[src/rtl/spi_flash_pkg.sv]
// Shared definitions for the SPI NOR program-memory fetch path:
// READ opcode, phase bit counts and the fetch FSM encoding.
package spi_flash_pkg;

  localparam logic [7:0] SPI_CMD_READ = 8'h03;

  localparam int CMD_BITS  = 8;
  localparam int ADDR_BITS = 24;
  localparam int DATA_BITS = 8;
  localparam int NBITS_W   = 5;

  typedef enum logic [2:0] {
    ST_IDLE       = 3'd0,
    ST_CS_SETUP   = 3'd1,
    ST_SHIFT_CMD  = 3'd2,
    ST_SHIFT_ADDR = 3'd3,
    ST_SHIFT_DATA = 3'd4,
    ST_DESELECT   = 3'd5
  } fetch_state_e;

  // 24-bit flash address for a core byte address; carry out is dropped.
  function automatic logic [23:0] flash_byte_addr(input logic [23:0] base,
                                                  input logic [11:0] core_addr);
    return base + {12'h000, core_addr};
  endfunction

endpackage

[src/rtl/spi_bit_engine.sv]
// SPI mode-0 bit engine: SCLK divider, MSB-first shift-out and shift-in.
// A start in the cycle done is high chains the next group with no gap.
module spi_bit_engine
  import spi_flash_pkg::*;
#(
  parameter int CLK_DIV = 2
) (
  input  logic               clk,
  input  logic               arst_n,
  input  logic               start_i,
  input  logic               abort_i,
  input  logic [NBITS_W-1:0] nbits_i,
  input  logic [23:0]        tx_i,
  input  logic               miso_i,
  output logic               sclk_o,
  output logic               mosi_o,
  output logic               bit_end_o,
  output logic               done_o,
  output logic [7:0]         rx_o
);

  localparam int DIV_W = (CLK_DIV > 1) ? $clog2(CLK_DIV) : 1;
  localparam logic [DIV_W-1:0] DIV_LAST = DIV_W'(CLK_DIV - 1);

  logic               busy_q, busy_d;
  logic               sclk_q, sclk_d;
  logic               mosi_q, mosi_d;
  logic [DIV_W-1:0]   div_q, div_d;
  logic [NBITS_W-1:0] left_q, left_d;
  logic [23:0]        sh_q, sh_d;
  logic [7:0]         rx_q, rx_d;
  logic               div_last;

  assign div_last  = (div_q == DIV_LAST);
  assign bit_end_o = busy_q && sclk_q && div_last;
  assign done_o    = bit_end_o && (left_q == NBITS_W'(1));
  assign sclk_o    = sclk_q;
  assign mosi_o    = mosi_q;
  assign rx_o      = rx_q;

  always_comb begin
    busy_d = busy_q;
    sclk_d = sclk_q;
    mosi_d = mosi_q;
    div_d  = div_q;
    left_d = left_q;
    sh_d   = sh_q;
    rx_d   = rx_q;
    if (abort_i) begin
      busy_d = 1'b0;
      sclk_d = 1'b0;
      mosi_d = 1'b0;
      div_d  = '0;
    end else if (start_i) begin
      busy_d = 1'b1;
      sclk_d = 1'b0;
      div_d  = '0;
      left_d = nbits_i;
      mosi_d = tx_i[23];
      sh_d   = {tx_i[22:0], 1'b0};
    end else if (busy_q) begin
      if (!div_last) begin
        div_d = div_q + DIV_W'(1);
      end else begin
        div_d = '0;
        if (!sclk_q) begin
          // MISO is taken on the clk edge that raises SCLK
          sclk_d = 1'b1;
          rx_d   = {rx_q[6:0], miso_i};
        end else begin
          sclk_d = 1'b0;
          if (left_q == NBITS_W'(1)) begin
            busy_d = 1'b0;
          end else begin
            left_d = left_q - NBITS_W'(1);
            mosi_d = sh_q[23];
            sh_d   = {sh_q[22:0], 1'b0};
          end
        end
      end
    end
  end

  always_ff @(posedge clk or negedge arst_n) begin
    if (!arst_n) begin
      busy_q <= 1'b0;
      sclk_q <= 1'b0;
      mosi_q <= 1'b0;
      div_q  <= '0;
      left_q <= '0;
      sh_q   <= '0;
      rx_q   <= '0;
    end else begin
      busy_q <= busy_d;
      sclk_q <= sclk_d;
      mosi_q <= mosi_d;
      div_q  <= div_d;
      left_q <= left_d;
      sh_q   <= sh_d;
      rx_q   <= rx_d;
    end
  end

endmodule

[src/rtl/spi_flash_fetch.sv]
// Program-memory fetch from SPI NOR (READ 0x03, mode 0). Sequential core
// addresses are streamed on an open chip select; anything else re-addresses.
module spi_flash_fetch
  import spi_flash_pkg::*;
#(
  parameter int          CLK_DIV    = 2,
  parameter logic [23:0] BASE_ADDR  = 24'h000000,
  parameter int          CSH_CYCLES = 2
) (
  input  logic        clk,
  input  logic        arst_n,
  input  logic [11:0] flash_addr,
  output logic [7:0]  flash_data,
  output logic        flash_ready,
  output logic        spi_cs_n,
  output logic        spi_sclk,
  output logic        spi_mosi,
  input  logic        spi_miso
);

  localparam int CSH_W = (CSH_CYCLES > 1) ? $clog2(CSH_CYCLES) : 1;
  localparam logic [CSH_W-1:0] CSH_LAST = CSH_W'(CSH_CYCLES - 1);

  fetch_state_e       state_q, state_d;
  logic [11:0]        target_q, target_d;
  logic [11:0]        held_addr_q, held_addr_d;
  logic               held_valid_q, held_valid_d;
  logic               streaming_q, streaming_d;
  logic               abort_pend_q, abort_pend_d;
  logic [CSH_W-1:0]   csh_q, csh_d;
  logic               cs_n_q, cs_n_d;
  logic               ready_q, ready_d;
  logic [7:0]         data_q, data_d;

  logic               eng_start, eng_abort, eng_bit_end, eng_done;
  logic [NBITS_W-1:0] eng_nbits;
  logic [23:0]        eng_tx;
  logic [7:0]         eng_rx;

  logic               mismatch, seq_hit, abort_now;
  logic [23:0]        addr_tx;

  assign mismatch  = !held_valid_q || (flash_addr != held_addr_q);
  // 0xFFF -> 0x000 is not sequential: the flash would continue past the window
  assign seq_hit   = streaming_q && (held_addr_q != 12'hFFF) &&
                     (flash_addr == held_addr_q + 12'd1);
  assign abort_now = abort_pend_q || (flash_addr != target_q);
  assign addr_tx   = flash_byte_addr(BASE_ADDR, target_q);

  spi_bit_engine #(.CLK_DIV(CLK_DIV)) u_engine (
    .clk       (clk),
    .arst_n    (arst_n),
    .start_i   (eng_start),
    .abort_i   (eng_abort),
    .nbits_i   (eng_nbits),
    .tx_i      (eng_tx),
    .miso_i    (spi_miso),
    .sclk_o    (spi_sclk),
    .mosi_o    (spi_mosi),
    .bit_end_o (eng_bit_end),
    .done_o    (eng_done),
    .rx_o      (eng_rx)
  );

  always_ff @(posedge clk or negedge arst_n) begin
    if (!arst_n) begin
      state_q      <= ST_IDLE;
      target_q     <= '0;
      held_addr_q  <= '0;
      held_valid_q <= 1'b0;
      streaming_q  <= 1'b0;
      abort_pend_q <= 1'b0;
      csh_q        <= '0;
      cs_n_q       <= 1'b1;
      ready_q      <= 1'b0;
      data_q       <= 8'h00;
    end else begin
      state_q      <= state_d;
      target_q     <= target_d;
      held_addr_q  <= held_addr_d;
      held_valid_q <= held_valid_d;
      streaming_q  <= streaming_d;
      abort_pend_q <= abort_pend_d;
      csh_q        <= csh_d;
      cs_n_q       <= cs_n_d;
      ready_q      <= ready_d;
      data_q       <= data_d;
    end
  end

  always_comb begin
    state_d      = state_q;
    target_d     = target_q;
    held_addr_d  = held_addr_q;
    held_valid_d = held_valid_q;
    streaming_d  = streaming_q;
    abort_pend_d = abort_pend_q;
    csh_d        = csh_q;
    data_d       = data_q;
    case (state_q)
      ST_IDLE: begin
        abort_pend_d = 1'b0;
        if (mismatch) begin
          if (seq_hit) begin
            state_d  = ST_SHIFT_DATA;
            target_d = flash_addr;
          end else if (!cs_n_q) begin
            state_d     = ST_DESELECT;
            streaming_d = 1'b0;
            csh_d       = '0;
          end else begin
            state_d  = ST_CS_SETUP;
            target_d = flash_addr;
          end
        end
      end
      ST_DESELECT: begin
        if (csh_q == CSH_LAST) begin
          state_d  = ST_CS_SETUP;
          target_d = flash_addr;
        end else begin
          csh_d = csh_q + CSH_W'(1);
        end
      end
      ST_CS_SETUP, ST_SHIFT_CMD, ST_SHIFT_ADDR, ST_SHIFT_DATA: begin
        // A moved address is remembered and acted on at the next bit boundary
        abort_pend_d = abort_now;
        if (eng_bit_end && abort_now) begin
          state_d      = ST_DESELECT;
          held_valid_d = 1'b0;
          streaming_d  = 1'b0;
          abort_pend_d = 1'b0;
          csh_d        = '0;
        end else if (state_q == ST_CS_SETUP) begin
          state_d = ST_SHIFT_CMD;
        end else if (eng_done) begin
          if (state_q == ST_SHIFT_CMD) begin
            state_d = ST_SHIFT_ADDR;
          end else if (state_q == ST_SHIFT_ADDR) begin
            state_d = ST_SHIFT_DATA;
          end else begin
            state_d      = ST_IDLE;
            data_d       = eng_rx;
            held_addr_d  = target_q;
            held_valid_d = 1'b1;
            streaming_d  = 1'b1;
          end
        end
      end
      default: state_d = ST_IDLE;
    endcase
  end

  always_comb begin
    eng_start = 1'b0;
    eng_abort = 1'b0;
    eng_nbits = '0;
    eng_tx    = '0;
    case (state_q)
      ST_IDLE: begin
        if (state_d == ST_SHIFT_DATA) begin
          eng_start = 1'b1;
          eng_nbits = NBITS_W'(DATA_BITS);
        end
      end
      ST_CS_SETUP: begin
        eng_start = 1'b1;
        eng_nbits = NBITS_W'(CMD_BITS);
        eng_tx    = {SPI_CMD_READ, 16'h0000};
      end
      ST_SHIFT_CMD: begin
        if (state_d == ST_SHIFT_ADDR) begin
          eng_start = 1'b1;
          eng_nbits = NBITS_W'(ADDR_BITS);
          eng_tx    = addr_tx;
        end
      end
      ST_SHIFT_ADDR: begin
        if (state_d == ST_SHIFT_DATA) begin
          eng_start = 1'b1;
          eng_nbits = NBITS_W'(DATA_BITS);
        end
      end
      default: ;
    endcase
    if ((state_q != ST_IDLE) && (state_q != ST_DESELECT) && (state_d == ST_DESELECT))
      eng_abort = 1'b1;
    cs_n_d  = (state_d == ST_DESELECT) || ((state_d == ST_IDLE) && !streaming_d);
    ready_d = held_valid_q && (flash_addr == held_addr_q);
  end

  assign flash_data  = data_q;
  assign flash_ready = ready_q;
  assign spi_cs_n    = cs_n_q;

endmodule
[config.mk]
export PLATFORM = sky130hd
export DESIGN_NAME = spi_flash_fetch
export DESIGN_NICKNAME = d
export VERILOG_FILES = /design/src/rtl/spi_flash_pkg.sv /design/src/rtl/spi_bit_engine.sv /design/src/rtl/spi_flash_fetch.sv
export SDC_FILE = /design/constraint.sdc
export NUM_CORES = 1
export LEC_CHECK = 0
export ABC_AREA = 1
export BUFFER_PORTS_ARGS = -buffer_cell sky130_fd_sc_hd__buf_4
export CAP_MARGIN = 20
export CORE_ASPECT_RATIO = 0.6
export CORE_MARGIN = 5
export CORE_UTILIZATION = 35
export DETAILED_ROUTE_END_ITERATION = 10
export GPL_TIMING_DRIVEN = 0
export SLEW_MARGIN = 20
export SYNTH_ARGS = -nofsm -noshare
export SYNTH_HDL_FRONTEND = slang
export SYNTH_SLANG_ARGS = --single-unit
export TNS_END_PERCENT = 1
[constraint.sdc]
create_clock -name clk -period 5.6 [get_ports clk]
set_clock_uncertainty 0.1 [all_clocks]
set_input_delay 1.12 -clock clk [delete_from_list [all_inputs] [get_ports clk]]
set_output_delay 1.12 -clock clk [all_outputs]
set_load 0.02 [all_outputs]
==> results.json <==
{
  "reg2regPathDepth": 14,
  "grt_pass1_wl_mm": 19.8,
  "cp-end-kind": "flop",
  "clockBufferDepth": 2,
  "fin_crit_ns": 3.38,
  "cp.required_ns": 5.73,
  "ant_nets": 0,
  "num_vias": 4174,
  "syn-cell-area_mm2": 0.00465,
  "ir_drop_mv": 0.146,
  "setup_slack_ns": 2.22,
  "synth_top_family_by_area": "simple AND/OR/NAND/NOR gates",
  "firstDrtPassIters": 5,
  "arrival_ns": 3.51,
  "status": "completed",
  "synth_compound_area_share_pct": 5.87,
  "yosysSeqAreaShare_pct": 43.6,
  "die_y_um": 99.3,
  "clkSinkCount": 81,
  "n_antenna_cell": 0,
  "cp_max_fo": 10,
  "layout.nets": 695,
  "synth-simple-area-share_pct": 37.8,
  "antenna_found_initial": 0,
  "place_congestion": 0.904,
  "regToRegSetupSlack_ns": 2.67,
  "overflow": 0,
  "grt_pass1_vias": 3863,
  "cts-root-buf": "clkbuf_16",
  "num_rows": 32,
  "wl_mm": 11.6,
  "syn_nets": 658,
  "synth_cell_types": 42,
  "htree_levels": 3,
  "insertion_delay_ns": 0.34,
  "synth_edf_count": 0,
  "hold_depth": 2,
  "yosysTopAreaCellShare_pct": 43.1,
  "synthFlopType": "dfrtp_1",
  "p_per_area_mw_per_mm2": 240,
  "via_per_inst": 4.90,
  "p_leak_nw": 2.85,
  "synth-seq-cells": 81,
  "tightest_slew_ns": 0.763,
  "drc": 0,
  "hpwl_mm": 8.96,
  "coreArea_mm2": 0.0129,
  "synth_fa_ha_area_share_pct": 0.807,
  "synthArstFlopShare_pct": 100,
  "grt_max_degree": 82,
  "slew_headroom_pct": 49.1,
  "yosys_warnings": 0,
  "ctsResizeCount": 0,
  "numCtsBuffers": 9,
  "synthMuxAreaShare_pct": 1.94,
  "final_layout_size_suffix_gt1_share_pct": 13.6,
  "hold_buffers": 0,
  "fp.dieW_um": 159,
  "area_growth_pct": 15.0,
  "path_class": "input port to flop",
  "slew_viol_final": 0,
  "r2r_start": "held_addr_q[0]$_DFFE_PN0P_",
  "clk_pin_slew_ns": 0.06,
  "max_freq_mhz": 296,
  "rsz0062_at_grt": "no",
  "portBuffers": 26,
  "cp-start-kind": "input port",
  "io_pins": 27,
  "grt_use_total_pct": 15.4,
  "synth_most_common_cell": "nand2_1",
  "worst_hold_path.endpoint": "u_engine.sh_q[1]$_DFFE_PN0P_",
  "cts_setup_buffers": 0,
  "pre_cts_ws_ns": 1.97,
  "synth.area.top_cells": "dfrtp_1, nand2_1, inv_1, nand3_1, nor2_1",
  "hold_viol": 0,
  "hold_start": "u_engine.sh_q[1]$_DFFE_PN0P_",
  "wl_per_cell_um": 13.7,
  "synth_common_cells": "nand2_1, dfrtp_1, inv_1",
  "synth-xor-area-share_pct": 1.13,
  "hp-class": "flop to flop",
  "maxCapViolCount": 0,
  "die-area_mm2": 0.0158,
  "tritoncts": "built",
  "drtIter0Drc": 319,
  "finalSetupTns_ns": 0,
  "synth_area_leader_cell": "dfrtp_1",
  "min_period_over_period_pct": 60.3,
  "syn_inst": 640,
  "start_util_pct": 36.0,
  "rr_endpoint": "target_q[2]$_DFFE_PN0P_",
  "avgSynthCellArea_um2": 7.26,
  "setup_viol": 0
}
[power breakdown]
group / internal, W / leakage, nW / switching [W]
Combinational: 0.0000280 / 1.65 / 0.0000528
Clock: 0.000308 / 0.141 / 0.000258
Sequential: 0.000611 / 1.05 / 0.0000226
[registers in the layout (all words and copies together), names as in the netlist, 3 cells and up]
register / count
target_q: 12
u_engine.sh_q: 23
flash_data: 8
u_engine.left_q: 5
state_q: 3
u_engine.rx_o: 8
held_addr_q: 12
[kinds of logic (layout without fill, tap and decap cells)]
| kind of cell | after synthesis | in the layout |
|---|---|---|
| simple gates | 396 | 396 |
| buf+inv | 98 | 140 |
| flops | 81 | 81 |
| compound gates | 48 | 48 |
| mux | 8 | 8 |
| xor+xnor | 6 | 6 |
| fa+ha+maj | 3 | 3 |
[area by class of cell]
class / count / area (um^2)
fillers: 1334 / 7580
multi-input cells: 461 / 2210
flip-flops and latches: 81 / 2030
inverters: 82 / 310
clock buffers: 9 / 225
well taps: 170 / 213
repair buffers: 26 / 199
plain buffers: 16 / 101
clock inverters: 7 / 61.3
[worst max path at each step]
stage	startpoint	cells past startpoint	endpoint
floorplan	flash_addr[6]	14	u_engine.rx_o[0]$_DFFE_PN0P_
detailed placement	flash_addr[11]	13	target_q[2]$_DFFE_PN0P_
global route	flash_addr[11]	13	target_q[2]$_DFFE_PN0P_
CTS	flash_addr[11]	13	target_q[2]$_DFFE_PN0P_
finish	flash_addr[11]	14	u_engine.sh_q[8]$_DFFE_PN0P_
global placement	flash_addr[11]	14	u_engine.sh_q[18]$_DFFE_PN0P_
[worst max-delay path, cell delays in order]
cell and delay (ns):
buf_4 0.13, xnor2_1 0.56, o21ai_0 0.20, nand2_1 0.14, inv_1 0.05, nor2_1 0.18, nand3_1 0.17, nand2_1 0.20
nand4_4 0.20, nand4_2 0.14, nand2_4 0.09, buf_4 0.19, nand2_1 0.07, nand2_1 0.05
[per-layer routing]
layer	wire length [um]	global-route usage [%]	up-vias
li1	-	-	2082
met1	6290	24.9	1969
met2	4350	19.9	111
met3	904	4.18	12
met4	97	3.17	0
met5	0	0	-
[stage by stage]
| stage | hold slack (ns) | util [%] | power, W | cell area [um^2] | cells |
|---|---|---|---|---|---|
| after CTS | 0.374 | 41.3 | 0.00129 | 5340 | 852 |
| after global placement | 0.358 | 39.1 | 0.000723 | 5060 | 836 |
| final | 0.375 | 41.4 | 0.00128 | 5350 | 852 |
| after detailed placement | 0.359 | 39.1 | 0.000727 | 5060 | 836 |
| after floorplan | 0.338 | - | 0.000684 | 4650 | 640 |
| after global routing | 0.406 | 41.4 | 0.00134 | 5350 | 852 |
[cell usage in the layout, fill, tap and decap left out, drive strengths merged]
cell and count:
nand2 271, inv 85, dfrtp 80, nor2 52
nand3 47, o21ai 38, buf 36, nand4 19
clkbuf 15, mux2 8, clkinv 4, a21oi 4
xnor2 3, nand3b 3, xor2 3, ha 3
a211oi 2, nor3 2, nor4 1, o211ai 1
o22ai 1, a32o 1, and3 1, o21a 1
dfstp 1
No activity file was read; power rests on OpenSTA's default activity.
